File: config.mk
export PLATFORM = sky130hd
export DESIGN_NAME = mult_share_arbiter
export DESIGN_NICKNAME = d
export VERILOG_FILES = /design/src/rtl/mult_share_arbiter.sv
export SDC_FILE = /design/constraint.sdc
export NUM_CORES = 1
export LEC_CHECK = 0
export CAP_MARGIN = 20
export CORE_AREA = 2 2 158 160
export DETAILED_ROUTE_END_ITERATION = 10
export DIE_AREA = 0 0 160 162
export PLACE_DENSITY = 0.52
export SETUP_SLACK_MARGIN = 0.4
export SYNTH_ARGS = -nofsm -noshare
export SYNTH_HDL_FRONTEND = slang
export SYNTH_SLANG_ARGS = --single-unit
File: constraint.sdc
create_clock -name clk -period 4.75 [get_ports clk]
set_input_delay 0.7125 -clock clk [delete_from_list [all_inputs] [get_ports clk]]
set_output_delay 0.7125 -clock clk [all_outputs]
set_load 0.02 [all_outputs]
File: src/rtl/mult_share_arbiter.sv
// Round-robin share of one pipelined 33x33 multiplier between two requesters.
// Operands are extended at issue; a tag pipeline routes each product back to its owner.
module mult_share_arbiter #(
    parameter int LATENCY       = 2,
    parameter bit RR_RESET_PRIO = 1'b0
) (
    input  logic        clk,
    input  logic        rst,
    input  logic        req0_valid,
    output logic        req0_ready,
    input  logic        req0_signed,
    input  logic [1:0]  req0_size,
    input  logic [31:0] req0_a,
    input  logic [31:0] req0_b,
    input  logic        req0_flush,
    input  logic        req1_valid,
    output logic        req1_ready,
    input  logic        req1_signed,
    input  logic [1:0]  req1_size,
    input  logic [31:0] req1_a,
    input  logic [31:0] req1_b,
    input  logic        req1_flush,
    output logic [32:0] mult_a,
    output logic [32:0] mult_b,
    input  logic [65:0] mult_p,
    output logic        rsp0_valid,
    output logic [65:0] rsp0_result,
    output logic        rsp0_overflow,
    output logic        rsp1_valid,
    output logic [65:0] rsp1_result,
    output logic        rsp1_overflow
);

    localparam int DATA_W = 32;
    localparam int EXT_W  = 33;
    localparam int PROD_W = 66;
    localparam int LAST   = LATENCY - 1;

    function automatic logic [EXT_W-1:0] extend_op(input logic [DATA_W-1:0] x,
                                                   input logic [1:0] size,
                                                   input logic sgn);
        logic e;
        logic [EXT_W-1:0] r;
        e = 1'b0;
        r = '0;
        case (size)
            2'd0: begin
                e = sgn & x[7];
                r = {{25{e}}, x[7:0]};
            end
            2'd1: begin
                e = sgn & x[15];
                r = {{17{e}}, x[15:0]};
            end
            default: begin
                e = sgn & x[31];
                r = {e, x};
            end
        endcase
        return r;
    endfunction

    // Product must be a pure sign (or zero) extension of its low w bits.
    function automatic logic overflow_of(input logic [PROD_W-1:0] p,
                                         input logic [1:0] size,
                                         input logic sgn);
        logic s;
        logic o;
        s = 1'b0;
        o = 1'b0;
        case (size)
            2'd0: begin
                s = sgn & p[7];
                o = (p[PROD_W-1:8] != {58{s}});
            end
            2'd1: begin
                s = sgn & p[15];
                o = (p[PROD_W-1:16] != {50{s}});
            end
            default: begin
                s = sgn & p[31];
                o = (p[PROD_W-1:32] != {34{s}});
            end
        endcase
        return o;
    endfunction

    logic             r_rr;
    logic             r_vld_p  [LATENCY];
    logic             r_port_p [LATENCY];
    logic             r_sgn_p  [LATENCY];
    logic [1:0]       r_size_p [LATENCY];

    logic             w_elig0, w_elig1, w_gnt0, w_gnt1;
    logic             w_kill   [LATENCY];
    logic             w_iss_sgn;
    logic [1:0]       w_iss_size;

    // Reset also masks grants so nothing issues while the pipeline is held clear.
    assign w_elig0 = req0_valid & ~req0_flush & ~rst;
    assign w_elig1 = req1_valid & ~req1_flush & ~rst;
    assign w_gnt0  = w_elig0 & (~w_elig1 | ~r_rr);
    assign w_gnt1  = w_elig1 & (~w_elig0 |  r_rr);

    assign req0_ready = w_gnt0;
    assign req1_ready = w_gnt1;

    always_comb begin
        mult_a     = '0;
        mult_b     = '0;
        w_iss_sgn  = 1'b0;
        w_iss_size = 2'd0;
        if (w_gnt0) begin
            mult_a     = extend_op(req0_a, req0_size, req0_signed);
            mult_b     = extend_op(req0_b, req0_size, req0_signed);
            w_iss_sgn  = req0_signed;
            w_iss_size = req0_size;
        end else if (w_gnt1) begin
            mult_a     = extend_op(req1_a, req1_size, req1_signed);
            mult_b     = extend_op(req1_b, req1_size, req1_signed);
            w_iss_sgn  = req1_signed;
            w_iss_size = req1_size;
        end
    end

    always_comb begin
        for (int i = 0; i < LATENCY; i++) begin
            w_kill[i] = r_port_p[i] ? req1_flush : req0_flush;
        end
    end

    // Stage 0 boundary: issue; later stages shift with flush applied in flight.
    always_ff @(posedge clk or posedge rst) begin
        if (rst) begin
            r_rr <= RR_RESET_PRIO;
            for (int i = 0; i < LATENCY; i++) begin
                r_vld_p[i] <= 1'b0;
            end
        end else begin
            if (w_gnt0) begin
                r_rr <= 1'b1;
            end else if (w_gnt1) begin
                r_rr <= 1'b0;
            end
            r_vld_p[0] <= w_gnt0 | w_gnt1;
            for (int i = 1; i < LATENCY; i++) begin
                r_vld_p[i] <= r_vld_p[i-1] & ~w_kill[i-1];
            end
        end
    end

    always_ff @(posedge clk) begin
        r_port_p[0] <= w_gnt1;
        r_sgn_p[0]  <= w_iss_sgn;
        r_size_p[0] <= w_iss_size;
        for (int i = 1; i < LATENCY; i++) begin
            r_port_p[i] <= r_port_p[i-1];
            r_sgn_p[i]  <= r_sgn_p[i-1];
            r_size_p[i] <= r_size_p[i-1];
        end
    end

    // Output boundary: last tag stage qualifies the multiplier product.
    logic w_ovf;
    assign w_ovf = overflow_of(mult_p, r_size_p[LAST], r_sgn_p[LAST]);

    assign rsp0_valid    = r_vld_p[LAST] & ~r_port_p[LAST] & ~req0_flush;
    assign rsp1_valid    = r_vld_p[LAST] &  r_port_p[LAST] & ~req1_flush;
    assign rsp0_result   = mult_p;
    assign rsp1_result   = mult_p;
    assign rsp0_overflow = rsp0_valid & w_ovf;
    assign rsp1_overflow = rsp1_valid & w_ovf;

endmodule

==> flow_summary.ini, run 1 <==
[status]
outcome = completed

[power_and_ir_drop]
p_comb_share_pct = 69.8
power.density_nw_per_um2 = 133.6
irDropWorstVdd_uv = 94.15
leakagePower_nw = 2.246
p_switching_mw = 0.3070
seq_power_share_pct = 12.3
p_total_mw = 0.8390
intPower_mw = 0.5320
swShare_pct = 36.59
pwr-share-clk_pct = 17.9

[sta]
slew_viol_final = 0
hold_viol_final = 0
period_share_pct = 85.34
worst_slew_pin_slew_ns = 0.8493
setup_ws_ns = 0.6964
fmax_ghz = 0.2467
setup_viol = 0
finClkSkew_ns = 0.001239
period_needed_ns = 4.054
rsz0062_at_grt = false
maxSlewHeadroom_pct = 43.32
setup_tns_ns = 0

[route]
drc_errors = 0
wl_mm = 18.46
drtIter0Drc = 165
wl_per_cell_um = 19.05
via_count = 4049
via_per_inst = 4.179
firstDrtPassIters = 4
postRouteAntennaNets = 0

[yosys]
synth_top_area_cell = buf_4
synth_cell_types = 45
synth_warnings = 0
synth_top_area_share_pct = 33.19
synth_top_cells_by_count = buf_4 (132), a21oi_1 (36), nand2b_1 (34)
ys_seq_area_share_pct = 7.879
synth_nets = 612
synth_area_per_cell_um2 = 7.353
synth_edf_count = 0
synthArstFlopShare_pct = 27.27
syn_area_um2 = 2985
yosysMostFrequentCell = buf_4
ys_seq_elements = 11
synth_flop_cell = dfxtp_1
synth_area_leaders = buf_4 (33%), a221o_1 (10%), nand2b_1 (7.1%), a21oi_1 (6.0%), a22o_1 (5.9%)
syn_inst = 406

[finish]
finalNonFillerCells = 969
final_util_pct = 26.05
drive_gt1_share_pct = 3.721
seq_area_um2 = 235.2
multiInputGateArea_um2 = 1612
num-nets-final = 852
synthToLayoutAreaGrowth_pct = 110.4
diodes = 0
fillerInstances = 2703

[place]
preCtsSetupSlack_ns = 0.6326
place_inst = 965
gp_congestion = 0.8354
dp_hpwl_mm = 15.51
io_buffer_count = 388

[critical_path]
crit_top_cell = clkdlybuf4s50_1
worst-path-buf-inv = 3
crit_cells = 6
worstReg2RegEnd = r_size_p[0][0]
cp_max_fo = 21
worstPathCellList = clkdlybuf4s50_1 > nand2b_1 > o21ai_2 > inv_1 > a22o_1 > clkdlybuf4s50_1
worst_setup_path_start_kind = input pin
timing.rr.start = r_rr
path_delay_family = buffers and inverters
arrival_ns = 3.34
crit_path_end_kind = primary output
r2r_cells = 3
slowest_stage = inv_1
cpPeakStageDelay_ns = 0.55
criticalPathCategory = input pin to primary output
regToRegSetupSlack_ns = 2.81
cp.required_ns = 4.04

[grt]
grt_overflow_total = 0
grtUsageMet2_pct = 25.88
grt_max_degree = 35
grt.met3_usage_pct = 3.575
grt_pass1_vias = 4314
grt_antenna_before_repair = 0
grt_pass1_wl_mm = 26.49
grt.busiest_layer = met2
grt_util_met1_pct = 14.45
grt_util_all_layers_pct = 13.17

[cts]
hold_buffers = 0
ctsResizeCount = 0
h-tree-depth = 1
clk_latency_ns = 0.23
cts_sinks = 11
cts_buffers = 3
postCtsSetupBuffers = 0
tritoncts = done
root_buffer = clkbuf_16
cts.clk_slew.worst_paths_ns = 0.04
cts_buffer_depth = 2

[die]
die_height_um = 162
die_area_um2 = 25920
std_cell_rows = 57
core_um2 = 24110
die_w_um = 160
io_pins = 410
initial_core_util_pct = 12.38

[flow_run]
maxCapViolCount = 0

[min_path]
whs_path_depth = 0
worstHoldStart = r_sgn_p[0][0]
whs_endpoint = r_sgn_p[0][1]
hp-class = register to register
## routing by layer
layer / share of wire (%) / vias up / wire length (µm)
met5: 0 / - / 0
met4: 0.54 / 0 / 99
met3: 9.6 / 4 / 1769
met2: 52 / 275 / 9618
met1: 38 / 1916 / 6975
li1: - / 1854 / -
## stage by stage
stage          hold slack [ns]  cell area (µm²)
6_report                0.3245             6280
2_1_floorplan           0.3096             2985
3_3_place_gp            0.3137             6200
5_1_grt                 0.3285             6280
3_5_place_dp            0.3143             6200
4_1_cts                 0.3240             6280
## state kept, by name, indices dropped and copies added (netlist names)
signal,count
r_size_p,4
r_sgn_p,2
r_vld_p,2
r_rr,1
r_port_p,2
## power groups by stage
stage	registers [mW]	logic, mW	clock network, mW
finish	0.103	0.586	0.150
detailed placement	0.105	0.589	0
CTS	0.103	0.592	0.154
global placement	0.105	0.591	0
global route	0.104	0.618	0.159
floorplan	0.103	0.294	0
## final cells by class
class / instances / share of cell area, %
Timing Repair Buffer: 393 / 62.44
Multi-Input combinational cell: 230 / 25.66
Tap cell: 324 / 6.455
Sequential cell: 11 / 3.746
Clock buffer: 3 / 1.195
Inverter: 7 / 0.4184
Clock inverter: 1 / 0.07970
## worst reg2reg max path, delay by kind of cell, from the launching register on
| kind | cells | cell delay, ns |
|---|---|---|
| flops | 1 | 0.40 |
| buf+inv | 1 | 0.55 |
| compound gates | 2 | 0.86 |
## cell families after synthesis
| group | synth area share [%] |
|---|---|
| simple gates | 23.30 |
| mux | 1.760 |
| compound gates | 28.92 |
| buf+inv | 38.14 |
| flops | 7.879 |
## worst max-delay path by stage
stage,start,to,slack (ns)
after floorplan,mult_p[48],rsp0_overflow,2.10
after global placement,req0_flush,mult_b[7],0.66
after detailed placement,req0_flush,mult_b[5],0.63
after CTS,req0_flush,mult_a[7],0.62
after global routing,req0_flush,mult_b[7],0.46
final,req0_flush,mult_a[5],0.70
## cells in the final DEF, fill, tap and decap left out, drive strengths merged, types with 2 or more instances in the layout
master,n
nand4,16
or4,6
nand2,12
nor3,4
dfxtp,8
nor4,11
dfrtp,3
o22ai,16
and2,2
a21oi,36
mux2i,3
nand3,2
inv,7
o21ai,2
or2,3
nor4b,2
a21o,5
a22o,20
nand2b,34
buf,5
clkbuf,3
a221o,30
clkdlybuf4s50,388
nor2,7
and3,6
mux2,2
a211oi,2
Note: power is estimated with default switching activity, not from simulation.
==> run 2: changes to the inputs <==
--- a/config.mk
+++ b/config.mk
@@ -5,6 +5,7 @@
 export SDC_FILE = /design/constraint.sdc
 export NUM_CORES = 1
 export LEC_CHECK = 0
+export ABC_CLOCK_PERIOD_IN_PS = 4750
 export CAP_MARGIN = 20
 export CORE_AREA = 2 2 158 160
 export DETAILED_ROUTE_END_ITERATION = 10
==> results of run 2 <==
The final DEF is identical to that of run 1; final timing and power are the same.
==> run 3: changes to the inputs <==
--- a/config.mk
+++ b/config.mk
@@ -12,6 +12,7 @@
 export DIE_AREA = 0 0 160 162
 export PLACE_DENSITY = 0.52
 export SETUP_SLACK_MARGIN = 0.4
+export SLEW_MARGIN = 20
 export SYNTH_ARGS = -nofsm -noshare
 export SYNTH_HDL_FRONTEND = slang
 export SYNTH_SLANG_ARGS = --single-unit
==> results of run 3 <==
The final DEF is identical to that of run 1; final timing and power are the same.
